==> src/rtl/branch_predictor_pkg.sv <==
// Shared definitions for the branch predictor: the 2-bit counter encoding,
// the default table size and the table index width.
package branch_predictor_pkg;

    typedef enum logic [1:0] {
        STRONG_NT = 2'b00,
        WEAK_NT   = 2'b01,
        WEAK_T    = 2'b10,
        STRONG_T  = 2'b11
    } ctr_state_e;

    localparam int DEFAULT_ENTRIES = 16;
    localparam logic [15:0] STAT_MAX = 16'hFFFF;

    function automatic int idx_width(input int entries);
        return $clog2(entries);
    endfunction

endpackage

==> src/rtl/branch_predictor_sat_counter2.sv <==
// Saturating 2-bit history counter step: taken moves toward STRONG_T,
// not taken moves toward STRONG_NT; both ends hold.
module sat_counter2
    import branch_predictor_pkg::*;
(
    input  ctr_state_e state_i,
    input  logic       taken_i,
    output ctr_state_e next_o
);

    always_comb begin
        next_o = state_i;
        unique case (state_i)
            STRONG_NT: next_o = taken_i ? WEAK_NT  : STRONG_NT;
            WEAK_NT:   next_o = taken_i ? WEAK_T   : STRONG_NT;
            WEAK_T:    next_o = taken_i ? STRONG_T : WEAK_NT;
            STRONG_T:  next_o = taken_i ? STRONG_T : WEAK_T;
            default:   next_o = state_i;
        endcase
    end

endmodule

==> src/rtl/branch_predictor.sv <==
// Bimodal branch predictor: a table of 2-bit counters indexed by PC word
// address, looked up in ID and trained one cycle after EX resolution.
module branch_predictor
    import branch_predictor_pkg::*;
#(
    parameter int ENTRIES = DEFAULT_ENTRIES
) (
    input  logic        clk_i,
    input  logic        rst_i,
    input  logic        branch_instr_id,
    input  logic [31:0] pc_id,
    output logic        branch_pred,
    input  logic        branch_instr_exe,
    input  logic [31:0] pc_exe,
    input  logic        is_zero,
    input  logic        branch_pred_exe,
    output logic [15:0] branch_cnt,
    output logic [15:0] mispredict_cnt
);

    localparam int IDX_W = idx_width(ENTRIES);

    // branch_instr_exe acts as a valid with no ready: a resolution is consumed
    // in every cycle it is high and cannot be back-pressured.
    ctr_state_e           table_q [ENTRIES];
    logic                 upd_vld_q;
    logic [IDX_W-1:0]     upd_idx_q;
    logic                 upd_taken_q;
    ctr_state_e           upd_next;
    logic [15:0]          branch_cnt_q, branch_cnt_d;
    logic [15:0]          mispredict_cnt_q, mispredict_cnt_d;
    logic [IDX_W-1:0]     lookup_idx;
    logic [1:0]           lookup_state;
    logic                 unused_pc_bits;

    assign lookup_idx     = pc_id[IDX_W+1:2];
    assign lookup_state   = table_q[lookup_idx];
    assign branch_pred    = lookup_state[1] & branch_instr_id;
    assign unused_pc_bits = ^{pc_id[31:IDX_W+2], pc_id[1:0],
                              pc_exe[31:IDX_W+2], pc_exe[1:0]};

    sat_counter2 u_sat_counter2 (
        .state_i (table_q[upd_idx_q]),
        .taken_i (upd_taken_q),
        .next_o  (upd_next)
    );

    always_comb begin
        branch_cnt_d     = branch_cnt_q;
        mispredict_cnt_d = mispredict_cnt_q;
        if (branch_instr_exe) begin
            if (branch_cnt_q != STAT_MAX)
                branch_cnt_d = branch_cnt_q + 16'd1;
            if ((branch_pred_exe != is_zero) && (mispredict_cnt_q != STAT_MAX))
                mispredict_cnt_d = mispredict_cnt_q + 16'd1;
        end
    end

    // The table write lags resolution by one edge; a lookup in the write
    // cycle deliberately sees the old counter (no bypass).
    always_ff @(posedge clk_i or negedge rst_i) begin
        if (!rst_i) begin
            for (int i = 0; i < ENTRIES; i++)
                table_q[i] <= WEAK_NT;
            upd_vld_q        <= 1'b0;
            upd_idx_q        <= '0;
            upd_taken_q      <= 1'b0;
            branch_cnt_q     <= '0;
            mispredict_cnt_q <= '0;
        end else begin
            if (upd_vld_q)
                table_q[upd_idx_q] <= upd_next;
            upd_vld_q        <= branch_instr_exe;
            upd_idx_q        <= pc_exe[IDX_W+1:2];
            upd_taken_q      <= is_zero;
            branch_cnt_q     <= branch_cnt_d;
            mispredict_cnt_q <= mispredict_cnt_d;
        end
    end

    assign branch_cnt     = branch_cnt_q;
    assign mispredict_cnt = mispredict_cnt_q;

endmodule
==> config.mk <==
export PLATFORM = sky130hd
export DESIGN_NAME = branch_predictor
export DESIGN_NICKNAME = d
export VERILOG_FILES = /design/src/rtl/branch_predictor_pkg.sv /design/src/rtl/branch_predictor_sat_counter2.sv /design/src/rtl/branch_predictor.sv
export SDC_FILE = /design/constraint.sdc
export NUM_CORES = 1
export LEC_CHECK = 0
export CORE_ASPECT_RATIO = 0.9
export CORE_MARGIN = 2
export CORE_UTILIZATION = 43
export CTS_CLUSTER_SIZE = 14
export DETAILED_ROUTE_END_ITERATION = 8
export PLACE_DENSITY = 0.77
export REMOVE_ABC_BUFFERS = 1
export SYNTH_ARGS = -nofsm -noshare
export SYNTH_HDL_FRONTEND = slang
export SYNTH_SLANG_ARGS = --single-unit
==> constraint.sdc <==
create_clock -name clk_i -period 2 [get_ports clk_i]
set_clock_uncertainty 0.2 [all_clocks]
set_input_delay 0.3 -clock clk_i [delete_from_list [all_inputs] [get_ports clk_i]]
set_output_delay 0.3 -clock clk_i [all_outputs]
set_load 0.02 [all_outputs]
==> flow_metrics.env <==
export IMPL_period_share_pct=121
export IMPL_rsz0062_at_grt="yes"
export IMPL_max_cap_viol_count=0
export IMPL_yosysMostFrequentCell="dfrtp_1"
export IMPL_ant_nets=0
export IMPL_cts_sinks=70
export IMPL_async_flop_share_pct=100
export IMPL_cp_required_ns=1.50
export IMPL_worst_ep_arrival_time_ns=1.93
export IMPL_wl_per_cell_um=16.4
export IMPL_yosysSeqAreaShare_pct=51.4
export IMPL_grt_pass1_wl_mm=13.4
export IMPL_antenna_found_initial=0
export IMPL_yosys_warnings=0
export IMPL_worstReg2RegStart="upd_idx_q[0]$_DFF_PN0_"
export IMPL_grt_util_all_layers_pct=19.6
export IMPL_rr_worst_depth=5
export IMPL_worst_setup_path_type="reg2out"
export IMPL_die_w_um=98.4
export IMPL_multi_input_area_um2=1850
export IMPL_power_leakage_nw=2.19
export IMPL_irDropWorstVdd_uv=908
export IMPL_ios=103
export IMPL_fp_row_count=30
export IMPL_power_density_nw_per_um2=1150
export IMPL_slew_headroom_pct=59.8
export IMPL_regArea_um2=1770
export IMPL_hold_viol=0
export IMPL_critPathLaunch="table_q[27]$_DFFE_PN0P_"
export IMPL_syn_inst=276
export IMPL_area_delta_synth_final_pct=42.5
export IMPL_synth_top_area_share_pct=39.2
export IMPL_via_per_inst=5.22
export IMPL_drv_slew=0
export IMPL_root_buffer="clkbuf_8"
export IMPL_start_util_pct=45.0
export IMPL_die_height_um=89.0
export IMPL_nNetsFinal=461
export IMPL_overflow=0
export IMPL_gp_congestion=0.807
export IMPL_synth_edf_count=0
export IMPL_wl_met1_mm=3.64
export IMPL_hold_depth=1
export IMPL_dp_cells=468
export IMPL_top_layer="met4"
export IMPL_synthFlopType="dfrtp_1"
export IMPL_wl_met3_um=294
export IMPL_worst_slack_ns=-0.427
export IMPL_worstHoldPathType="in2reg"
export IMPL_first_global_vias=2761
export IMPL_synth_cell_type_count=39
export IMPL_antenna_cells=0
export IMPL_drive_above_1_share_pct=40.1
export IMPL_fin_crit_ns=2.43
export IMPL_finalNonFillerCells=490
export IMPL_cts_buffer_depth=2
export IMPL_die_area_um2=8760
export IMPL_critPathLaunchType="flop"
export IMPL_cp_num_buf_inv=1
export IMPL_htreeDepth=3
export IMPL_critPathCapture="branch_pred"
export IMPL_setup_viol=27
export IMPL_clk_latency_ns=0.35
export IMPL_tightest_slew_ns=0.602
export IMPL_violations="setup timing"
export IMPL_whs_ns=0.191
export IMPL_first_iter_violations=78
export IMPL_syn_avg_cell_area_um2=12.5
export IMPL_yosys_register_bits=70
export IMPL_fin_tns_setup_ns=-1.73
export IMPL_crit_top_cell="mux4_2"
export IMPL_firstDrtPassIters=4
export IMPL_drc=0
export IMPL_worst_path_stages=4
export IMPL_grt_max_degree=51
export IMPL_core_area_um2=7660
export IMPL_synth_commonest_cells="54 x dfrtp_1, 28 x mux2_2, 23 x nand2_1"
export IMPL_cp_max_fo=2
export IMPL_cp_end_kind="primary output"
export IMPL_worstReg2RegEnd="table_q[25]$_DFFE_PN0P_"
export IMPL_path_cells="mux4_2, mux4_2, and2_4, buf_6"
export IMPL_yosysTopAreaCell="dfrtp_1"
export IMPL_hpwl_mm=5.56
export IMPL_finalPower_w=0.00567
export IMPL_path_clk_slew_ns=0.08
export IMPL_numCtsBuffers=9
export IMPL_synth_area_um2=3450
export IMPL_cp_top_family="multiplexers"
export IMPL_clock_fmax_mhz=412
export IMPL_io_buffers=46
export IMPL_fillCellCount=614
export IMPL_synth_top_cells_by_area="dfrtp_1 39%, dfstp_2 12%, mux2_2 9.1%"
export IMPL_status="finished, violations left"
export IMPL_cts_tree="done"
export IMPL_critPathMaxStageDelay_ns=0.46
export IMPL_cpMaxStageDelayCell="mux4_2"
export IMPL_routed_via_count=2559
export IMPL_route_met2_wl_mm=4.03
export IMPL_rrSetupSlack_ns=-0.06
export IMPL_wirelength_mm=8.03
power breakdown:
part	internal (W)	switching (W)
combinational	0.00128	0.000965
clock	0.000702	0.000536
sequential	0.00191	0.000277
total	0.00390	0.00178
sequential cells by signal, indices dropped and copies added (netlist names):
register        flops
table_q            32
branch_cnt         16
upd_taken_q         1
upd_vld_q           1
upd_idx_q           4
mispredict_cnt     16
cells by family (layout without fill, tap and decap cells):
family | Yosys count | after routing | share of synthesized area, %
simple gates | 95 | 95 | 14.1
flops | 70 | 70 | 51.4
fa+ha+maj | 2 | 2 | 0.725
mux | 47 | 47 | 18.6
compound gates | 25 | 25 | 6.28
xor+xnor | 30 | 30 | 7.62
buf+inv | 7 | 125 | 1.23
per-stage QoR:
| step | util [%] | worst slack, ns | cell area, um2 |
|---|---|---|---|
| floorplan | - | -0.130 | 3410 |
| global placement | 57.7 | -1.09 | 4420 |
| detailed placement | 57.7 | -1.11 | 4420 |
| CTS | 62.7 | -0.445 | 4800 |
| global route | 64.2 | -0.485 | 4920 |
| finish | 64.2 | -0.427 | 4920 |
cell usage in the layout, fill, tap and decap left out, types with 2 or more instances in the layout:
cell / n
dfstp_2: 16
a21oi_1: 4
xor2_1: 9
dlymetal6s2s_1: 5
and4_1: 2
mux2_2: 7
mux2i_1: 8
a22oi_2: 6
buf_6: 5
clkbuf_8: 9
mux2i_4: 2
clkbuf_1: 3
mux4_2: 9
a21oi_4: 2
and3_1: 8
nand4_1: 9
nor2b_1: 2
o31ai_1: 2
and2_1: 3
bufinv_16: 2
nand3_1: 13
or3_1: 2
mux2_4: 21
dfrtp_2: 2
dfrtp_1: 52
nand3b_1: 2
buf_4: 56
nand2_1: 23
ha_1: 2
nand2b_1: 3
nor2_1: 14
clkdlybuf4s50_1: 38
nand3_2: 2
nor2_4: 3
xnor2_1: 21
o31ai_4: 4
worst min-delay path by stage:
| stage | start | end | slack (ns) |
|---|---|---|---|
| 2_1_floorplan | rst_i | branch_cnt[0]$_DFFE_PN0P_ | -0.20 |
| 3_3_place_gp | rst_i | upd_idx_q[1]$_DFF_PN0_ | 0.08 |
| 3_5_place_dp | rst_i | upd_idx_q[2]$_DFF_PN0_ | 0.09 |
| 4_1_cts | pc_exe[4] | upd_idx_q[2]$_DFF_PN0_ | 0.18 |
| 5_1_grt | pc_exe[2] | upd_idx_q[0]$_DFF_PN0_ | 0.18 |
| 6_report | pc_exe[3] | upd_idx_q[1]$_DFF_PN0_ | 0.19 |
what timing repair did:
item,in CTS,in global routing
setup endpoints to repair,33,44
pin swaps,11,6
setup buffers,1,5
resized for setup,44,21
hold buffers,1,0
hold endpoints to repair,56,0
layout make-up:
class / count / share of cell area (%)
clock buffers: 12 / 2.75
clock inverters: 4 / 1.48
inverters: 1 / 0.0764
multi-input cells: 199 / 37.5
flip-flops and latches: 70 / 36.1
well taps: 96 / 2.44
repair buffers: 108 / 19.6
metal layers:
metal | vias up | global-route usage [%]
li1 | 1227 | -
met4 | 0 | 5.11
met3 | 7 | 5.55
met5 | - | 0
met1 | 1286 | 24.7
met2 | 39 | 34.0
worst register-to-register path, cell delays in order, from the launching register on:
cell and delay (ns):
dfrtp_2 0.48, mux4_2 0.56, mux2i_4 0.20, buf_6 0.15
a21oi_4 0.08, mux2_2 0.28
No activity file was read; power rests on OpenSTA's default activity.
==> patch: new RTL, config.mk and constraints unchanged <==
Change the package constant `DEFAULT_ENTRIES` from 16 to 8.
--- a/src/rtl/branch_predictor_pkg.sv
+++ b/src/rtl/branch_predictor_pkg.sv
@@ -10,5 +10,5 @@
     } ctr_state_e;
 
-    localparam int DEFAULT_ENTRIES = 16;
+    localparam int DEFAULT_ENTRIES = 8;
     localparam logic [15:0] STAT_MAX = 16'hFFFF;
 
Formal check against the unedited RTL: not equivalent (Yosys sat finds a counterexample within 4 cycles, from zero or initial values and one cycle with rst_i low).
==> patch against the unedited design <==
- the flow still finishes with violations (negative setup slack)
- first-iteration DRC count is 19% higher
- sequential power is 27% lower
- core utilization is 0.35 points lower
- worst hold slack better by 0.030 ns
- clock power is 49% lower
- fmax is 17% higher
- power is 34% lower
- count of clock-buffer cells in the layout is 5 lower
- area after synthesis is 24% lower
- global-route usage is 0.11 points lower
- sequential cell count is 17 lower
- wire length is 23% lower
- design area is 25% lower
- worst setup slack better by 0.35 ns
- largest cell class is now registers
==> patch: results (changes against the unedited design) <==
* Sequential fraction of the synthesis area at 0.5105 (was 0.5136)
* Met2 Resource Use GR at 0.3271 (was 0.3401)
* Adder and majority gate portion of the synthesized area at 0.01864 (was 0.007254)
* Post-route setup slack at -0.08141 ns (was -0.4268 ns)
* Layout Nets at 401 (was 461)
* Reg2reg path depth at 4 (was 5)
* Max frequency at 0.4804 GHz (was 0.4121 GHz)
* Grt met1 use at 0.2535 (was 0.2473)
* Critical path type: reg -> reg (was reg -> out)
* Final Non-Filler Cells at 400 (was 490)
* # port buffers at 44 (was 46)
* # Post-CTS Setup Buffers at 4 (was 1)
* Gpl congestion at 0.9108 (was 0.8071)
* Most frequent cells after synthesis: 45 x dfrtp_1, 32 x nand2_1, 20 x xor2_1 (was 54 x dfrtp_1, 28 x mux2_2, 23 x nand2_1)
* Synth Area in Compound Gates at 0.1037 (was 0.06275)
* First-pass GRT wire length at 10380 um (was 13360 um)
* WHS Path Cells at 1 (unchanged)
* Layout cells sized above 1 at 0.2939 (was 0.4010)
* Mux cell area share after synthesis at 0.08031 (was 0.1864)
* Least-Margin Pin Slew at 0.4865 ns (was 0.6024 ns)
* # resized after CTS at 11 (was 44)
* Max H-tree Level at 2 (was 3)
* Failing checks: negative setup slack (unchanged)
* Synth area leaders: dfrtp_1 43%, dfstp_2 8.0%, xor2_1 6.7% (was dfrtp_1 39%, dfstp_2 12%, mux2_2 9.1%)
* GRT met3 Usage at 0.03575 (was 0.05551)
* Outcome: finished, violations left (unchanged)
* Final hold slack at 0.2209 ns (was 0.1906 ns)
* Post-synth cell types at 37 (was 39)
* Later-pin clock latency in the skew report at 0.31 ns (was 0.35 ns)
* Placed Area at 0.003446 mm^2 (was 0.004419 mm^2)
* DP HPWL at 4509 um (was 5558 um)
* Post-Synth XOR/XNOR Area at 0.1004 (was 0.07617)
* Wire per inst at 15.52 um (was 16.38 um)
* TritonCTS Buffers at 5 (was 9)
* Critical path peak fanout at 8 (was 2)
* Total number of vias at 2206 (was 2559)
* Max stage delay on crit path at 0.54 ns (was 0.46 ns)
* Diode count at 0 (unchanged)
* CP arrival at 2.13 ns (was 1.93 ns)
* Total GRT Usage at 0.1953 (was 0.1963)
* Final setup violation count at 17 (was 27)
* Leakage at 1.587 nW (was 2.189 nW)
* Largest net degree at the start of global routing at 35 (was 51)
* Placed instance count at 387 (was 468)
* Max VDD drop at 679.5 uV (was 908.2 uV)
* Critical Path End: table_q[6] (was branch_pred)
* Post-Syn Instances at 235 (was 276)
* DRT iter0 DRCs at 93 (was 78)
[patch: final cells by class]
type,instances,area (um^2),share of cell area
multi-input cells,171,1331,0.3601
well taps,70,87.58,0.02369
repair buffers,93,825.8,0.2234
clock buffers,7,86.33,0.02335
clock inverters,1,7.507,0.002030
flip-flops and latches,53,1340,0.3624
inverters,5,18.77,0.005076
[patch: per-layer routing]
layer  part of all wire  up-vias
li1                   -     1051
met1               0.43     1087
met2               0.51       62
met3              0.045        6
met4              0.011        0
met5                  0        -
[patch: where the power goes]
part | total, mW | internal, mW | switching [mW]
clock | 0.637 | 0.282 | 0.355
sequential | 1.59 | 1.37 | 0.224
combinational | 1.52 | 0.809 | 0.711
total | 3.75 | 2.46 | 1.29
[patch: through the flow]
stage	setup slack, ns	power (mW)	util
6_report	-0.08141	3.748	0.6385
5_1_grt	-0.1557	3.969	0.6385
4_1_cts	-0.1028	3.712	0.6206
3_5_place_dp	-0.5840	3.036	0.5951
3_3_place_gp	-0.5517	2.977	0.5951
2_1_floorplan	-0.4458	2.285	-
